### config.mk
export PLATFORM = sky130hd
export DESIGN_NAME = instr_encoder_loader_flat
export DESIGN_NICKNAME = d
export VERILOG_FILES = /design/src/rtl/instr_encoder_loader_pkg.sv /design/src/rtl/instr_encoder_loader_if.sv /design/src/rtl/instr_format_encoder.sv /design/src/rtl/instr_encoder_loader.sv /design/src/flat_wrapper.sv
export SDC_FILE = /design/constraint.sdc
export NUM_CORES = 1
export LEC_CHECK = 0
export ABC_AREA = 1
export CORE_ASPECT_RATIO = 1.5
export CORE_MARGIN = 2
export CORE_UTILIZATION = 44
export DETAILED_ROUTE_END_ITERATION = 8
export MAX_ROUTING_LAYER = met4
export PLACE_DENSITY = 0.82
export SYNTH_ARGS = -nofsm -noshare
export SYNTH_HDL_FRONTEND = slang
export SYNTH_SLANG_ARGS = --single-unit
### constraint.sdc
create_clock -name clk -period 2.2 [get_ports clk]
set_clock_uncertainty 0.05 [all_clocks]
set_input_delay 0.44 -clock clk [delete_from_list [all_inputs] [get_ports clk]]
set_output_delay 0.44 -clock clk [all_outputs]
set_load 0.01 [all_outputs]
### src/rtl/instr_encoder_loader_pkg.sv
// Shared definitions for the LEGv8 instruction encoder/loader: op classes,
// opcode constants, field widths, FSM states and the encoder payload struct.
package instr_encoder_loader_pkg;

    localparam int unsigned REG_W    = 5;
    localparam int unsigned IMM_W    = 26;
    localparam int unsigned WORD_W   = 32;
    localparam int unsigned D_IMM_W  = 9;
    localparam int unsigned CB_IMM_W = 19;

    typedef enum logic [2:0] {
        OP_ADD  = 3'd0,
        OP_SUB  = 3'd1,
        OP_AND  = 3'd2,
        OP_ORR  = 3'd3,
        OP_LDUR = 3'd4,
        OP_STUR = 3'd5,
        OP_CBZ  = 3'd6,
        OP_B    = 3'd7
    } op_class_e;

    localparam logic [10:0] OPC_ADD  = 11'h458;
    localparam logic [10:0] OPC_SUB  = 11'h658;
    localparam logic [10:0] OPC_AND  = 11'h450;
    localparam logic [10:0] OPC_ORR  = 11'h550;
    localparam logic [10:0] OPC_LDUR = 11'h7C2;
    localparam logic [10:0] OPC_STUR = 11'h7C0;
    localparam logic [7:0]  OPC_CBZ  = 8'hB4;
    localparam logic [5:0]  OPC_B    = 6'h05;

    typedef enum logic [1:0] {
        ST_IDLE = 2'd0,
        ST_LOAD = 2'd1,
        ST_DONE = 2'd2
    } state_e;

    typedef struct packed {
        op_class_e          op;
        logic [REG_W-1:0]   rd;
        logic [REG_W-1:0]   rn;
        logic [REG_W-1:0]   rm;
        logic [IMM_W-1:0]   imm;
    } instr_fields_t;

    // True when imm, read as signed, is representable in a width-bit signed field.
    function automatic logic fits_signed(logic [IMM_W-1:0] imm, int unsigned width);
        logic signed [IMM_W-1:0] s;
        logic signed [IMM_W-1:0] sh;
        s  = $signed(imm);
        sh = s >>> (width - 1);
        return (sh == '0) || (sh == '1);
    endfunction

endpackage

### src/rtl/instr_encoder_loader_if.sv
// Instruction-beat stream (valid/ready plus LEGv8 fields) from the host command path.
interface instr_encoder_loader_if;
    import instr_encoder_loader_pkg::*;

    logic             in_valid;
    logic             in_ready;
    op_class_e        in_op;
    logic [REG_W-1:0] in_rd;
    logic [REG_W-1:0] in_rn;
    logic [REG_W-1:0] in_rm;
    logic [IMM_W-1:0] in_imm;
    logic             in_last;

    modport master (
        output in_valid, in_op, in_rd, in_rn, in_rm, in_imm, in_last,
        input  in_ready
    );

    modport slave (
        input  in_valid, in_op, in_rd, in_rn, in_rm, in_imm, in_last,
        output in_ready
    );

endinterface

### src/rtl/instr_format_encoder.sv
// Combinational LEGv8 field-to-machine-word encoder with immediate range check.
module instr_format_encoder
    import instr_encoder_loader_pkg::*;
(
    input  instr_fields_t      fields,
    output logic [WORD_W-1:0]  word,
    output logic               range_ok
);

    always_comb begin
        word     = '0;
        range_ok = 1'b1;
        case (fields.op)
            OP_ADD:  word = {OPC_ADD, fields.rm, 6'b0, fields.rn, fields.rd};
            OP_SUB:  word = {OPC_SUB, fields.rm, 6'b0, fields.rn, fields.rd};
            OP_AND:  word = {OPC_AND, fields.rm, 6'b0, fields.rn, fields.rd};
            OP_ORR:  word = {OPC_ORR, fields.rm, 6'b0, fields.rn, fields.rd};
            OP_LDUR, OP_STUR: begin
                word     = {(fields.op == OP_LDUR) ? OPC_LDUR : OPC_STUR,
                            fields.imm[D_IMM_W-1:0], 2'b00, fields.rn, fields.rd};
                range_ok = fits_signed(fields.imm, D_IMM_W);
            end
            OP_CBZ: begin
                word     = {OPC_CBZ, fields.imm[CB_IMM_W-1:0], fields.rd};
                range_ok = fits_signed(fields.imm, CB_IMM_W);
            end
            OP_B:    word = {OPC_B, fields.imm};
            default: word = '0;
        endcase
    end

endmodule

### src/rtl/instr_encoder_loader.sv
// Encodes a stream of LEGv8 instruction beats and writes them to sequential
// imem words from address 0; one registered write per accepted in-range beat.
module instr_encoder_loader
    import instr_encoder_loader_pkg::*;
#(
    parameter int unsigned ADDR_W = 6
) (
    input  logic                   clk,
    input  logic                   reset_n,
    input  logic                   start,
    instr_encoder_loader_if.slave  in_if,
    output logic                   imem_we,
    output logic [ADDR_W-1:0]      imem_addr,
    output logic [WORD_W-1:0]      imem_wdata,
    output logic [ADDR_W:0]        word_count,
    output logic                   busy,
    output logic                   done,
    output logic                   err_range,
    output logic                   err_full
);

    localparam int unsigned CNT_W = ADDR_W + 1;
    localparam logic [CNT_W-1:0] CAPACITY = CNT_W'(1) << ADDR_W;

    state_e              state_q, state_d;
    logic                ready_q, ready_d;
    logic                we_d;
    logic [ADDR_W-1:0]   waddr_d;
    logic [WORD_W-1:0]   wdata_d;
    logic [CNT_W-1:0]    count_d;
    logic                busy_d, done_d, err_range_d, err_full_d;
    logic                accept;
    instr_fields_t       fields;
    logic [WORD_W-1:0]   word;
    logic                range_ok;

    assign fields = '{op: in_if.in_op, rd: in_if.in_rd, rn: in_if.in_rn,
                      rm: in_if.in_rm, imm: in_if.in_imm};
    assign accept = ready_q && in_if.in_valid;
    assign in_if.in_ready = ready_q;

    instr_format_encoder u_encoder (
        .fields   (fields),
        .word     (word),
        .range_ok (range_ok)
    );

    // Next state, write stage and counters; the write address is the running word count.
    always_comb begin
        state_d     = state_q;
        count_d     = word_count;
        we_d        = 1'b0;
        waddr_d     = imem_addr;
        wdata_d     = imem_wdata;
        done_d      = done;
        err_range_d = err_range;
        err_full_d  = err_full;
        case (state_q)
            ST_IDLE, ST_DONE: begin
                if (start) begin
                    state_d     = ST_LOAD;
                    count_d     = '0;
                    done_d      = 1'b0;
                    err_range_d = 1'b0;
                    err_full_d  = 1'b0;
                end
            end
            ST_LOAD: begin
                if (accept) begin
                    if (range_ok) begin
                        we_d    = 1'b1;
                        waddr_d = word_count[ADDR_W-1:0];
                        wdata_d = word;
                        count_d = word_count + CNT_W'(1);
                    end else begin
                        err_range_d = 1'b1;
                    end
                    if (in_if.in_last) begin
                        state_d = ST_DONE;
                        done_d  = 1'b1;
                    end else if (count_d == CAPACITY) begin
                        state_d    = ST_DONE;
                        done_d     = 1'b1;
                        err_full_d = 1'b1;
                    end
                end
            end
            default: state_d = ST_IDLE;
        endcase
        busy_d  = (state_d == ST_LOAD);
        ready_d = busy_d && (count_d < CAPACITY);
    end

    always_ff @(posedge clk) begin
        if (!reset_n) begin
            state_q    <= ST_IDLE;
            ready_q    <= 1'b0;
            imem_we    <= 1'b0;
            imem_addr  <= '0;
            imem_wdata <= '0;
            word_count <= '0;
            busy       <= 1'b0;
            done       <= 1'b0;
            err_range  <= 1'b0;
            err_full   <= 1'b0;
        end else begin
            state_q    <= state_d;
            ready_q    <= ready_d;
            imem_we    <= we_d;
            imem_addr  <= waddr_d;
            imem_wdata <= wdata_d;
            word_count <= count_d;
            busy       <= busy_d;
            done       <= done_d;
            err_range  <= err_range_d;
            err_full   <= err_full_d;
        end
    end

endmodule
### src/flat_wrapper.sv
// flat-port wrapper written by rule: the top's interface ports become plain ports
module instr_encoder_loader_flat import instr_encoder_loader_pkg::*;
#(
    parameter int unsigned ADDR_W = 6
)
  (clk, reset_n, start, imem_we, imem_addr, imem_wdata, word_count, busy, done, err_range, err_full, in_if_in_valid, in_if_in_op, in_if_in_rd, in_if_in_rn, in_if_in_rm, in_if_in_imm, in_if_in_last, in_if_in_ready);
  instr_encoder_loader_if in_if_i ();
  input  logic clk;
  input  logic reset_n;
  input  logic start;
  output logic imem_we;
  output logic [ADDR_W-1:0] imem_addr;
  output logic [WORD_W-1:0] imem_wdata;
  output logic [ADDR_W:0] word_count;
  output logic busy;
  output logic done;
  output logic err_range;
  output logic err_full;
  input wire logic [$bits(in_if_i.in_valid)-1:0] in_if_in_valid;
  input wire logic [$bits(in_if_i.in_op)-1:0] in_if_in_op;
  input wire logic [$bits(in_if_i.in_rd)-1:0] in_if_in_rd;
  input wire logic [$bits(in_if_i.in_rn)-1:0] in_if_in_rn;
  input wire logic [$bits(in_if_i.in_rm)-1:0] in_if_in_rm;
  input wire logic [$bits(in_if_i.in_imm)-1:0] in_if_in_imm;
  input wire logic [$bits(in_if_i.in_last)-1:0] in_if_in_last;
  output wire logic [$bits(in_if_i.in_ready)-1:0] in_if_in_ready;
  assign in_if_i.in_valid = in_if_in_valid;
  assign in_if_i.in_op = in_if_in_op;
  assign in_if_i.in_rd = in_if_in_rd;
  assign in_if_i.in_rn = in_if_in_rn;
  assign in_if_i.in_rm = in_if_in_rm;
  assign in_if_i.in_imm = in_if_in_imm;
  assign in_if_i.in_last = in_if_in_last;
  assign in_if_in_ready = in_if_i.in_ready;
  instr_encoder_loader #(.ADDR_W(ADDR_W)) u_core (.clk(clk), .reset_n(reset_n), .start(start), .in_if(in_if_i), .imem_we(imem_we), .imem_addr(imem_addr), .imem_wdata(imem_wdata), .word_count(word_count), .busy(busy), .done(done), .err_range(err_range), .err_full(err_full));
endmodule
==> impl_summary.txt <==
----------------------------------------------------
[Detailed routing]
  First DRT Iteration DRCs ... 187
  Vias ... 3063
  Via density per instance ... ~5.4
  # DRC ... 0
  Detailed-router iteration count before antenna repair ... 5
  Avg WL per Cell ... 14.23 um
  Remaining antenna violation count after routing ... 0
  Total detailed-routing wirelength ... 8142 um

[Timing]
  Clock period minus worst slack ... just over 2 ns
  Peak Freq ... a little under 500 MHz
  Tcrit/Tclk final ... 93.73%
  Number of hold violations in the final report ... 0
  Worst hold slack across all endpoints ... 0.4127 ns
  Total negative slack ... 0 ns
  Fin. max-slew vios ... 0
  Count of final setup violators ... 0
  Slew at the pin with the worst max-slew slack ... 0.3495 ns
  Headroom to the max-slew limit ... 76.46%
  RSZ-0062 raised after global routing ... false

[Clock network]
  TritonCTS clock tree ... done
  CTS buffer count ... 5
  Maximum clock path buffer count ... 2
  CTS Root Cell ... sky130_fd_sc_hd__clkbuf_8
  Clk sink count ... 53
  Clock-pin slew on the worst setup and hold paths ... 0.10 ns
  Skew-Pair Late Insertion Delay ... 0.31 ns
  H-tree depth ... 2

[Placed design]
  I/O Buffers ... 99
  Placer congestion estimate ... about 0.89
  Post-DP HPWL ... 6471 um
  Instance count after placement with tap cells included ... around 560

[Yosys]
  Fraction of post-synthesis cell area in the top cell type by area ... 41.11%
  Async set-or-reset flop fraction in the synthesized netlist ... 0%
  Average cell area after synthesis ... 7.091 um2
  Number of storage elements in the synthesis netlist ... 53
  Number of distinct standard cells referenced by the synthesized netlist ... 31
  Synthesized Nets ... between 400 and 500
  Number of standard cells after synthesis ... ~360
  Summed instance area of the synthesized netlist ... about 0.0026 mm2
  Number of flops mapped to enable cells by yosys ... 0
  Proportion of synthesized chip area in sequential cells ... approximately two fifths
  Leading cell types by total area after synthesis ... sky130_fd_sc_hd__dfxtp_1 (41%), sky130_fd_sc_hd__nand2_1 (10%), sky130_fd_sc_hd__a21oi_1 (6.2%)
  Count of warnings emitted by yosys ... 0
  Post-synth top flop ... sky130_fd_sc_hd__dfxtp_1
  Synth area leader ... sky130_fd_sc_hd__dfxtp_1

[Setup path]
  Crit Reg-Reg Startpoint ... u_core.word_count[0]$_SDFFE_PN0P_
  Start-to-end type of the worst setup path ... in2reg
  Data required time at the worst endpoint ... 2.35 ns
  Crit path arrival time ... 2.21 ns
  Maximum net fanout on the critical path ... 25
  Element type at the critical path start ... input port
  Slowest cell on the critical path ... sky130_fd_sc_hd__clkdlybuf4s50_1
  CP Capture Type ... flip-flop
  Buffers plus inverters on the worst setup path ... 4
  Stage delay of the slowest cell on the critical path ... 0.55 ns
  Crit. Startpoint ... in_if_in_op[2]
  Critical-path cell list ... clkdlybuf4s50_1 -> nand2_2 -> o21bai_2 -> nand2_4 -> nand2_8 -> inv_2 -> nor2_4 -> buf_12 -> buf_12 -> o21ai_0 -> a21oi_1
  Critical Path Most Common Cell ... sky130_fd_sc_hd__buf_12
  Top delay family on crit path ... buffers and inverters

[Worst hold path]
  Worst min-delay path category ... reg2reg
  Worst min-delay path startpoint ... u_core.err_range$_SDFFE_PN0P_

[Floorplan]
  Floorplan die area ... 0.006507 mm2
  Y dimension of the die ... ~100 um
  Effective utilization at floorplan ... 44.95%
  Top-Level Pins ... 100
  Core Region ... around 0.0057 mm2
  Width of the die ... 66.54 um
  Floorplan row count ... 34

[Layout]
  Total area of multi-input combinational cells ... approximately 0.0013 mm2
  Net count, final ... approximately 550
  Layout overhead on the synthesized area ... 57.93%
  Register area ... about 0.0011 mm2
  Fillers ... 478
  Share of cells above drive strength 1 ... 14.80%
  Post-layout instance count excluding filler cells ... 572
  Antenna diode count ... 0

[Global route]
  Largest net degree at the start of global routing ... 26
  Global-route wire length before repair ... about 14000 um
  Total global routing overflow ... 0
  Antenna violations before repair ... 0
  Vias in the first global route ... 3005
  Overall track demand over capacity in global routing ... 27.09%

[Job]
  Count of maximum capacitance violations ... 0

[Pwr]
  Static leakage ... 1.684 nW
  Worst voltage drop across the vdd grid ... 260.1 uV
  Pwr per Cell Area ... 483.1 mW/mm2

[Outcome]
  Status ... finished clean

----------------------------------------------------
==> cell families after synthesis <==
group	synth area share [%]
AO/OA/AOI/OAI	22.73
XOR/XNOR	1.357
adder cells (fa/ha/maj)	0.4847
buffers and inverters	8.580
flip-flops	41.11
AND/OR/NAND/NOR	25.74
==> per-stage QoR <==
stage                     total power [mW]  worst slack (ns)  cell area, um2  utilization [%]
final                                1.969            0.1378            4076            70.98
after global routing                 2.061          0.006489            4076            70.98
after CTS                            1.980           0.05558            3996            69.59
after detailed placement             1.415           -0.2456            3906            68.02
after global placement               1.408           -0.1313            3906            68.02
after floorplan                      1.177            0.5100            2581                -
==> what timing repair did <==
action | CTS | global route
resized for setup | 0 | 19
setup buffers | 0 | 1
hold buffers | 0 | 0
endpoints found under the setup margin | 0 | 36
endpoints found under the hold margin | 0 | 0
==> cell usage after synthesis, types with 2 or more instances <==
cell                        n
sky130_fd_sc_hd__a21oi_1   32
sky130_fd_sc_hd__a221oi_1   8
sky130_fd_sc_hd__a22oi_1    4
sky130_fd_sc_hd__a31oi_1   11
sky130_fd_sc_hd__buf_2      2
sky130_fd_sc_hd__buf_4      4
sky130_fd_sc_hd__clkbuf_1   7
sky130_fd_sc_hd__dfxtp_1   53
sky130_fd_sc_hd__inv_1     33
sky130_fd_sc_hd__inv_2      6
sky130_fd_sc_hd__nand2_1   72
sky130_fd_sc_hd__nand2_2    4
sky130_fd_sc_hd__nand2_4    3
sky130_fd_sc_hd__nand3_1   27
sky130_fd_sc_hd__nand4_1    4
sky130_fd_sc_hd__nor2_1    34
sky130_fd_sc_hd__nor2_2     3
sky130_fd_sc_hd__nor3_1     2
sky130_fd_sc_hd__o21ai_0   31
sky130_fd_sc_hd__o21ai_1    6
sky130_fd_sc_hd__o22ai_1    6
sky130_fd_sc_hd__xor2_1     3
==> metal layers <==
metal	wire, um	up-vias	track usage, %
met1	3231	1387	32.97
li1	-	1504	-
met3	454	30	3.571
met2	4149	142	43.85
met5	0	-	-
met4	307	0	12.24
==> sequential cells by signal, indices dropped and copies added, names as in the netlist <==
name                   cells
u_core.err_full            1
u_core.busy                1
u_core.word_count          7
u_core.imem_we             1
u_core.err_range           1
u_core.in_if.in_ready      1
u_core.imem_addr           6
u_core.state_q             2
u_core.imem_wdata         32
u_core.done                1
==> placed cells by master, fill, tap and decap left out <==
cell	n
sky130_fd_sc_hd__clkinvlp_4	1
sky130_fd_sc_hd__inv_2	6
sky130_fd_sc_hd__buf_6	2
sky130_fd_sc_hd__nor2_2	5
sky130_fd_sc_hd__xor2_1	3
sky130_fd_sc_hd__a21oi_1	32
sky130_fd_sc_hd__clkinv_2	1
sky130_fd_sc_hd__dlymetal6s2s_1	7
sky130_fd_sc_hd__clkbuf_8	5
sky130_fd_sc_hd__o22ai_1	6
sky130_fd_sc_hd__clkdlybuf4s50_1	92
sky130_fd_sc_hd__a22o_1	1
sky130_fd_sc_hd__a31oi_1	11
sky130_fd_sc_hd__o21ai_2	1
sky130_fd_sc_hd__clkinv_1	1
sky130_fd_sc_hd__nand4_1	4
sky130_fd_sc_hd__nand2_1	72
sky130_fd_sc_hd__ha_1	1
sky130_fd_sc_hd__nor3_1	2
sky130_fd_sc_hd__nand2_4	2
sky130_fd_sc_hd__o21ai_1	5
sky130_fd_sc_hd__nand3b_1	1
sky130_fd_sc_hd__a22oi_1	4
sky130_fd_sc_hd__nor2_1	32
sky130_fd_sc_hd__o21bai_2	1
sky130_fd_sc_hd__inv_1	32
sky130_fd_sc_hd__a221oi_1	8
sky130_fd_sc_hd__nor2_4	1
sky130_fd_sc_hd__inv_6	2
sky130_fd_sc_hd__dfxtp_1	53
sky130_fd_sc_hd__buf_4	39
sky130_fd_sc_hd__nand2_8	1
sky130_fd_sc_hd__xnor2_1	1
sky130_fd_sc_hd__buf_12	2
sky130_fd_sc_hd__nand2_2	4
sky130_fd_sc_hd__a311oi_2	1
sky130_fd_sc_hd__o21ai_0	31
sky130_fd_sc_hd__nand3_1	27
==> layout make-up <==
cell class                      count  area share, %
Timing Repair Buffer              142          33.46
Tap cell                           72          2.210
Clock buffer                        5          1.688
Sequential cell                    53          26.03
Clock inverter                      3         0.5218
Multi-Input combinational cell    257          32.29
Inverter                           40          3.806
==> path summary, 6_finish.rpt <==
check,endpoint,slack [ns],depth (start not counted)
min reg2reg,u_core.err_range$_SDFFE_PN0P_,0.41,2
max reg2reg,u_core.in_if.in_ready$_SDFF_PN0_,0.30,12
max,u_core.imem_addr[2]$_SDFFE_PN0P_,0.14,11
min,u_core.err_range$_SDFFE_PN0P_,0.41,2
==> where the power goes <==
| group | switching [mW] | internal [mW] | total (mW) |
|---|---|---|---|
| clock | 0.341 | 0.227 | 0.567 |
| combinational | 0.197 | 0.211 | 0.408 |
| sequential | 0.0126 | 0.981 | 0.994 |
| total | 0.550 | 1.42 | 1.97 |
==> worst min-delay path, cell delays in order, from the launching register on <==
cell and delay (ns):
sky130_fd_sc_hd__dfxtp_1 0.32, sky130_fd_sc_hd__inv_1 0.05, sky130_fd_sc_hd__a21oi_1 0.06
No activity file was read; power rests on OpenSTA's default activity.
